**config.mk**
```make
export PLATFORM = sky130hd
export DESIGN_NAME = lab2_proc_imem_fetch_unit
export DESIGN_NICKNAME = d
export VERILOG_FILES = /design/src/rtl/lab2_proc_imem_fetch_unit.sv
export SDC_FILE = /design/constraint.sdc
export NUM_CORES = 1
export LEC_CHECK = 0
export ABC_AREA = 1
export BUFFER_PORTS_ARGS = -buffer_cell sky130_fd_sc_hd__buf_2
export CORE_UTILIZATION = 56
export DETAILED_ROUTE_END_ITERATION = 8
export PLACE_DENSITY = 0.8
export SYNTH_ARGS = -nofsm -noshare
export SYNTH_HDL_FRONTEND = slang
export SYNTH_SLANG_ARGS = --single-unit
export TNS_END_PERCENT = 30
```
**constraint.sdc**
```tcl
create_clock -name clk -period 5.8 [get_ports clk]
set_input_delay 0.87 -clock clk [delete_from_list [all_inputs] [get_ports clk]]
set_output_delay 0.87 -clock clk [all_outputs]
set_load 0.005 [all_outputs]
```
**src/rtl/lab2_proc_imem_fetch_unit.sv**
```systemverilog
// -----------------------------------------------------------------------------
// lab2_proc_imem_fetch_unit
//
// Fetch front end of the 5-stage TinyRV2 pipeline. Owns the fetch PC, issues
// instruction-memory requests under a credit limit, drops responses that
// belong to squashed fetches, and buffers surviving {pc, inst} pairs in a
// small circular queue that feeds the decode stage.
//
// Handshake semantics (all val/rdy pairs on this block): a transfer happens
// in a cycle exactly when val && rdy are both high at the rising clock edge.
// A producer never makes val depend on rdy; imemresp_rdy is tied to 1
// because the credit limit guarantees space for every outstanding response.
//
// Parameters:
//   p_depth     max outstanding fetches (in-flight + queued), 1..8
//   p_reset_pc  first fetch address after reset
//
// Ports:
//   clk, reset                       clock, asynchronous active-high reset
//   redirect, redirect_pc            squash younger fetches, restart fetch
//   imemreq_val/rdy/msg_addr         instruction-memory request
//   imemresp_val/rdy/msg_data        instruction-memory response (in order)
//   inst_val_D/inst_rdy_D/inst_D/pc_D  head of output queue to decode
//
// Optional build macro LAB2_PROC_FETCH_BYPASS_EN: when the output queue is
// empty, a surviving response is presented to decode in the same cycle and
// is consumed without being enqueued if decode accepts it.
// -----------------------------------------------------------------------------
module lab2_proc_imem_fetch_unit #(
  parameter int unsigned p_depth    = 2,
  parameter logic [31:0] p_reset_pc = 32'h200
) (
  input  logic        clk,
  input  logic        reset,
  input  logic        redirect,
  input  logic [31:0] redirect_pc,
  output logic        imemreq_val,
  input  logic        imemreq_rdy,
  output logic [31:0] imemreq_msg_addr,
  input  logic        imemresp_val,
  output logic        imemresp_rdy,
  input  logic [31:0] imemresp_msg_data,
  output logic        inst_val_D,
  input  logic        inst_rdy_D,
  output logic [31:0] inst_D,
  output logic [31:0] pc_D
);

  localparam int CW = $clog2(p_depth + 1);
  localparam int PW = (p_depth > 1) ? $clog2(p_depth) : 1;

  // Circular pointer advance for a buffer that may not be a power of two.
  function automatic logic [PW-1:0] ptr_inc(input logic [PW-1:0] p);
    return (p == PW'(p_depth - 1)) ? '0 : p + PW'(1);
  endfunction

  // Fetch PC and occupancy counters
  logic [31:0]   pc_r;
  logic [CW-1:0] live_cnt;
  logic [CW-1:0] drop_cnt;
  logic [CW-1:0] q_cnt;

  // PC FIFO: addresses of live in-flight requests; occupancy equals live_cnt
  logic [31:0]   pcf_mem [p_depth];
  logic [PW-1:0] pcf_wr;
  logic [PW-1:0] pcf_rd;

  // Output queue of {pc, inst}
  logic [31:0]   q_pc_mem   [p_depth];
  logic [31:0]   q_inst_mem [p_depth];
  logic [PW-1:0] q_wr;
  logic [PW-1:0] q_rd;

  // Control
  logic [31:0] credit_total;
  logic        req_fire;
  logic        resp_drop;
  logic        resp_live;
  logic        resp_counted;
  logic        q_empty;
  logic        bypass_val;
  logic        dec_fire;
  logic        q_push;
  logic        q_pop;
  logic [31:0] head_pc;

  // Credits count squashed in-flight requests too, so a burst of stale
  // responses can never overrun the output queue.
  assign credit_total = 32'(live_cnt) + 32'(drop_cnt) + 32'(q_cnt);
  assign imemreq_val  = !reset && !redirect && (credit_total < 32'(p_depth));
  assign imemreq_msg_addr = pc_r;
  assign imemresp_rdy = 1'b1;

  assign req_fire     = imemreq_val && imemreq_rdy;
  // Responses return in order, so all squashed ones precede any live one.
  assign resp_drop    = imemresp_val && (drop_cnt != '0);
  // A response with nothing outstanding is ignored rather than underflowing.
  assign resp_live    = imemresp_val && (drop_cnt == '0) && (live_cnt != '0);
  assign resp_counted = resp_drop || resp_live;

  assign head_pc = pcf_mem[pcf_rd];
  assign q_empty = (q_cnt == '0);

`ifdef LAB2_PROC_FETCH_BYPASS_EN
  assign bypass_val = q_empty && resp_live && !redirect;
`else
  assign bypass_val = 1'b0;
`endif

  assign inst_val_D = !q_empty || bypass_val;
  assign inst_D     = !q_empty  ? q_inst_mem[q_rd]  :
                      bypass_val ? imemresp_msg_data : 32'd0;
  assign pc_D       = !q_empty  ? q_pc_mem[q_rd]    :
                      bypass_val ? head_pc           : 32'd0;

  // Redirect overrides a decode fire in the same cycle.
  assign dec_fire = inst_val_D && inst_rdy_D && !redirect;
  assign q_pop    = dec_fire && !q_empty;
  // A bypassed entry taken by decode never enters the queue.
  assign q_push   = resp_live && !redirect && !(bypass_val && inst_rdy_D);

  always_ff @(posedge clk or posedge reset) begin
    if (reset) begin
      pc_r     <= p_reset_pc;
      live_cnt <= '0;
      drop_cnt <= '0;
      q_cnt    <= '0;
      pcf_wr   <= '0;
      pcf_rd   <= '0;
      q_wr     <= '0;
      q_rd     <= '0;
    end else if (redirect) begin
      // Every live request becomes a drop; a response accepted this cycle
      // retires one outstanding request whichever class it belonged to.
      pc_r     <= redirect_pc;
      live_cnt <= '0;
      drop_cnt <= drop_cnt + live_cnt - CW'(resp_counted);
      q_cnt    <= '0;
      pcf_wr   <= '0;
      pcf_rd   <= '0;
      q_wr     <= '0;
      q_rd     <= '0;
    end else begin
      if (req_fire) begin
        pc_r   <= pc_r + 32'd4;
        pcf_wr <= ptr_inc(pcf_wr);
      end
      if (resp_live) pcf_rd <= ptr_inc(pcf_rd);
      if (q_push)    q_wr   <= ptr_inc(q_wr);
      if (q_pop)     q_rd   <= ptr_inc(q_rd);
      live_cnt <= live_cnt + CW'(req_fire) - CW'(resp_live);
      drop_cnt <= drop_cnt - CW'(resp_drop);
      q_cnt    <= q_cnt + CW'(q_push) - CW'(q_pop);
    end
  end

  // Storage needs no reset: entries are only read when counted as valid.
  always_ff @(posedge clk) begin
    if (req_fire) pcf_mem[pcf_wr] <= pc_r;
    if (q_push) begin
      q_pc_mem[q_wr]   <= head_pc;
      q_inst_mem[q_wr] <= imemresp_msg_data;
    end
  end

endmodule

```
### Word level (Yosys, flattened, before mapping)

Memory sizes are Yosys's and may differ from the RTL's.
Index checks and enable logic that the tools add are counted.

| cells by class | value |
|---|---|
| $add $sub $neg | 14 |
| $mul | 0 |
| divide/modulo/power cells | 0 |
| $lt $le $gt $ge | 1 |
| eq/ne operators | 0 |
| shift-type cells | 0 |
| mux-type cells | 23 |
| bitwise gates (word level) | 0 |
| reductions and logical operators | 22 |

Operator list:

| kind | number |
|---|---|
| $mux 32 | 4 |
| $add 32x3->32 const B | 1 |
| $mux 1 | 16 |
| $reduce_bool 2->1 | 6 |
| $logic_and 1x1->1 | 10 |
| $sub 2x1->2 | 4 |
| $mux 2 | 3 |
| $add 1x1->1 const B | 4 |
| $add 2x1->2 | 2 |
| $add 3x2->4 | 1 |
| $logic_not 2->1 | 2 |
| $lt 4x2->1 const B | 1 |
| $add 2x2->3 | 1 |
| $logic_not 1->1 | 3 |
| $add 2x2->2 | 1 |
| $logic_or 1x1->1 | 1 |

| word-level totals | value |
|---|---|
| register bits | 42 |
| latch bits | 0 |
| RAM bits | 192 |
| ROM bits | 0 |
| bits of input ports | 70 |
| output and inout port bits | 99 |
| word-level logic and storage cells | 71 |
| memories kept | 3 |

Memories:

| name | words | width | rd ports | clocked after Yosys merged registers in | write ports | line | source |
|---|---|---|---|---|---|---|---|
| pcf_mem | 2 | 32 | 1 | 0 | 1 | 64 | `logic [31:0] pcf_mem [p_depth];` |
| q_inst_mem | 2 | 32 | 1 | 0 | 1 | 70 | `logic [31:0] q_inst_mem [p_depth];` |
| q_pc_mem | 2 | 32 | 1 | 0 | 1 | 69 | `logic [31:0] q_pc_mem [p_depth];` |

### Longest topological paths before layout

| depth | value |
|---|---|
| depth in word-level cells | 8 |
| depth in mapped cells | 11 |
| gate-level depth less buffers | 11 |

### Least setup slack after synthesis

OpenSTA, ideal clock, no wires.

| path | value |
|---|---|
| path kind | in2reg |
| start | input port redirect |
| end | memory q_inst_mem[0][0], enable pin |
| setup time | 486 ps |
| arrival time | 3,989 ps |
| required time | 5,314 ps |
| path slack | 1,324 ps |
| cell stages on the path | 4 |
| buffers on the path | 1 |
| cells stage by stage | buf_6 > inv_1 > nand2_1 > nor2_1 |

| between the ends | value |
|---|---|
| word-level cells in the longest chain between the ends | 4 |

Ends and longest elaborated chain:

| item | line | source |
|---|---|---|
| start: declaration | 35 | `input logic redirect,` |
| $logic_not 1->1 | 120 | `assign q_push = resp_live && !redirect && !(bypass_val && inst_rdy_D);` |
| $logic_and 1x1->1 | 120 |  |
| $mux 1 | 160 | `if (q_push) begin` |
| $mux 1 (not written as such) | 162 | `q_inst_mem[q_wr] <= imemresp_msg_data;` |
| end: declaration | 70 |  |

Every way passes these cells.

### Worst setup path in the final report

| path | value |
|---|---|
| start | register q_rd |
| end | output port inst_D[30] |

| between the ends | value |
|---|---|
| word-level cells in the longest chain between the ends | 2 |

Ends and longest elaborated chain:

| item | line | source |
|---|---|---|
| start: declaration | 72 | `logic [PW-1:0] q_rd;` |
| start signal: assignment | 150 | `if (q_pop) q_rd <= ptr_inc(q_rd);` |
| $mem_v2 2x32 | -- |  |
| $mux 32 | 111 | `assign inst_D = !q_empty ? q_inst_mem[q_rd] :` |
| end: declaration | 45 | `output logic [31:0] inst_D,` |

Every way passes these cells.

==> reports/qor.csv <==
metric,value,unit
CP required,4.93,ns
Die Wd,136,µm
final hold violations,0,
DR vias,6826,
Lkg Pwr,4.82,nW
cell chain of the critical path,"buf_4, inv_2, nand2_1, a21oi_1, buf_2",
Clock transition at path regs,0.06,ns
antenna violations before repair,0,
Synth area leaders,"edfxtp_1, nand2_1, dfrtp_1",
Worst Tran Pin Value,1.14,ns
All-Layer GR Usage,24.0,%
Post-synth top flop,edfxtp_1,
CTS tree,done,
Crit path arrival time,2.75,ns
Syn Nets,960,
Peak Freq,0.276,GHz
vias in the first global route,6559,
ANT cells,0,
headroom to the max-slew limit,24.2,%
"Clk Latency, worst-skew pair",0.50,ns
Post-Synthesis Cell Area,10000,µm²
"slowest stage delay, CP",0.92,ns
VDD IR max,0.000229,V
Crit. End Element,output port,
Hold Path Class,reg -> reg,
final wirelength,21300,µm
minimum clock period,3.62,ns
# IOs,169,
Cell variety after synth,34,
Layout area overhead,17.9,%
highest-delay cell along the critical path,inv_2,
pwr/cell area,346,nW/µm²
Pre-Repair DR Iteration Count,5,
row count,48,
CTS resizes,0,
DR vias/cell,5.32,
CP Launch Type,flip-flop,
most common library cells after synthesis,"nand2_1, edfxtp_1, a21oi_1",
Setup CP Type,reg -> out,
Sink Count,234,
CP Max Fanout,66,
Post-CTS Setup Inserts,0,
global-route wire length before repair,33800,µm
WL/cell,16.6,µm
run status,"finished, final reports clean",
RSZ-0062 raised after global routing,false,
post-detailed-route DRC marker count,0,
die area,18400,µm²
Port-buffer cells,167,
H-tree depth,1,
Setup TNS,0,ns
Synth area leader,edfxtp_1,
register area share after synthesis,68.2,%
layout cells sized above 1,24.7,%
maximum number of pins on one net before global-route repair,67,
share of the synthesized area in the top cell type,57.7,%
yosys warns,0,
top-count cell post-synth,nand2_1,
final setup fails,0,
Max Root-Sink Buffers,3,
Initial Util,57.6,%
Layout Nets,1124,
Max Slew Vio Count,0,
CTS Buf Count,23,
GPL Wtd Cong,0.922,
fin crit share,62.5,%
Routed Antenna Nets,0,
core footprint,17400,µm²
Clock Skew,0.0161,ns
total grt overflow,0,
Root Driver,clkbuf_16,
CTS Hold Bufs,0,
Post-synth EDFFs,192,
Hold Worst Slack,0.505,ns
post-synthesis async set-or-reset flop share,17.9,%
"FF+latch count, synth",234,
Post-Synthesis Cells,878,
DRT iter0 DRCs,547,
max-cap viol count,0,
syn avg cell area,11.4,µm²
dpl hpwl,13600,µm
die height,136,µm
## report_power, final
part	switching [mW]	leakage [nW]	internal, mW
Combinational	0.302	2.20	0.210
Clock	0.575	0.370	0.914
Sequential	0.123	2.25	1.95
Total	0.999	4.82	3.08
## logic make-up (layout without fill, tap and decap cells)
family | after synthesis | after routing | synth area share (%)
AND/OR/NAND/NOR | 398 | 398 | 16.4
flip-flops | 234 | 234 | 68.2
AO/OA/AOI/OAI | 96 | 96 | 5.10
buffers and inverters | 92 | 272 | 3.99
multiplexers | 32 | 32 | 3.60
XOR/XNOR | 13 | 13 | 1.14
adder cells (fa/ha/maj) | 12 | 12 | 1.58
other | 1 | 1 | 0.0375
## path summary, 6_finish.rpt
| check | startpoint | endpoint | slack, ns | cells past startpoint |
|---|---|---|---|---|
| worst max-delay path | q_rd | inst_D[30] | 2.18 | 5 |
| worst min-delay path | imemreq_msg_addr[1] | pcf_mem[1][1] | 0.51 | 0 |
| worst max register to register | live_cnt[1] | pcf_mem[0][22] | 2.81 | 7 |
| worst min register to register | imemreq_msg_addr[1] | pcf_mem[1][1] | 0.51 | 0 |
| max in group asynchronous | reset | q_rd | 4.87 | 3 |
| min in group asynchronous | reset | drop_cnt[1] | 0.52 | 3 |
## cells in the final DEF (no fill, tap or decap), drive strengths merged, types with 8 or more instances in the layout
master and n:
clkbuf 34, xnor2 10, nand2 281, nor2 57, dfrtp 41, buf 174
o21bai 8, ha 11, mux2 32, edfxtp 192, o21ai 18, nand3 49
inv 57, a21oi 66
## critical path: cells and delay by family (launching register included)
family / cells / cell delay, ns
and+or+nand+nor: 1 / 0.18
buffers and inverters: 3 / 1.41
AOI/OAI and AO/OA: 1 / 0.25
DFF: 1 / 0.38
## sequential cells by signal, summed over array words and instances, names as in the netlist
signal and flops:
q_pc_mem 64, q_rd 1, q_inst_mem 64, drop_cnt 2
live_cnt 2, imemreq_msg_addr 32, pcf_wr 1, pcf_rd 1
q_wr 1, pcf_mem 64, q_cnt 2
## through the flow
step                util [%]  power, mW  instance area (µm²)  std cells  worst slack, ns
global route            67.9       4.25                11800       1283             1.96
global placement        63.5       2.60                11000       1242             2.28
floorplan                  -       2.41                10000        878             1.32
CTS                     67.9       4.10                11800       1283             2.08
detailed placement      63.5       2.62                11000       1242             2.18
finish                  67.9       4.08                11800       1283             2.18
## area by class of cell
type | instances | area, µm²
Fill cell | 1267 | 5570
Sequential cell | 234 | 6820
Clock buffer | 34 | 657
Multi-Input combinational cell | 552 | 2820
Clock inverter | 7 | 110
Inverter | 57 | 214
Tap cell | 225 | 282
Timing Repair Buffer | 174 | 888
## metal layers
layer	wire length (µm)	track usage, %	part of all wire [%]
met1	9020	32.8	42
met2	10300	40.2	48
met3	1560	3.63	7.3
met4	431	6.62	2.0
met5	0	0	0
(Power assumes the default switching activity.)
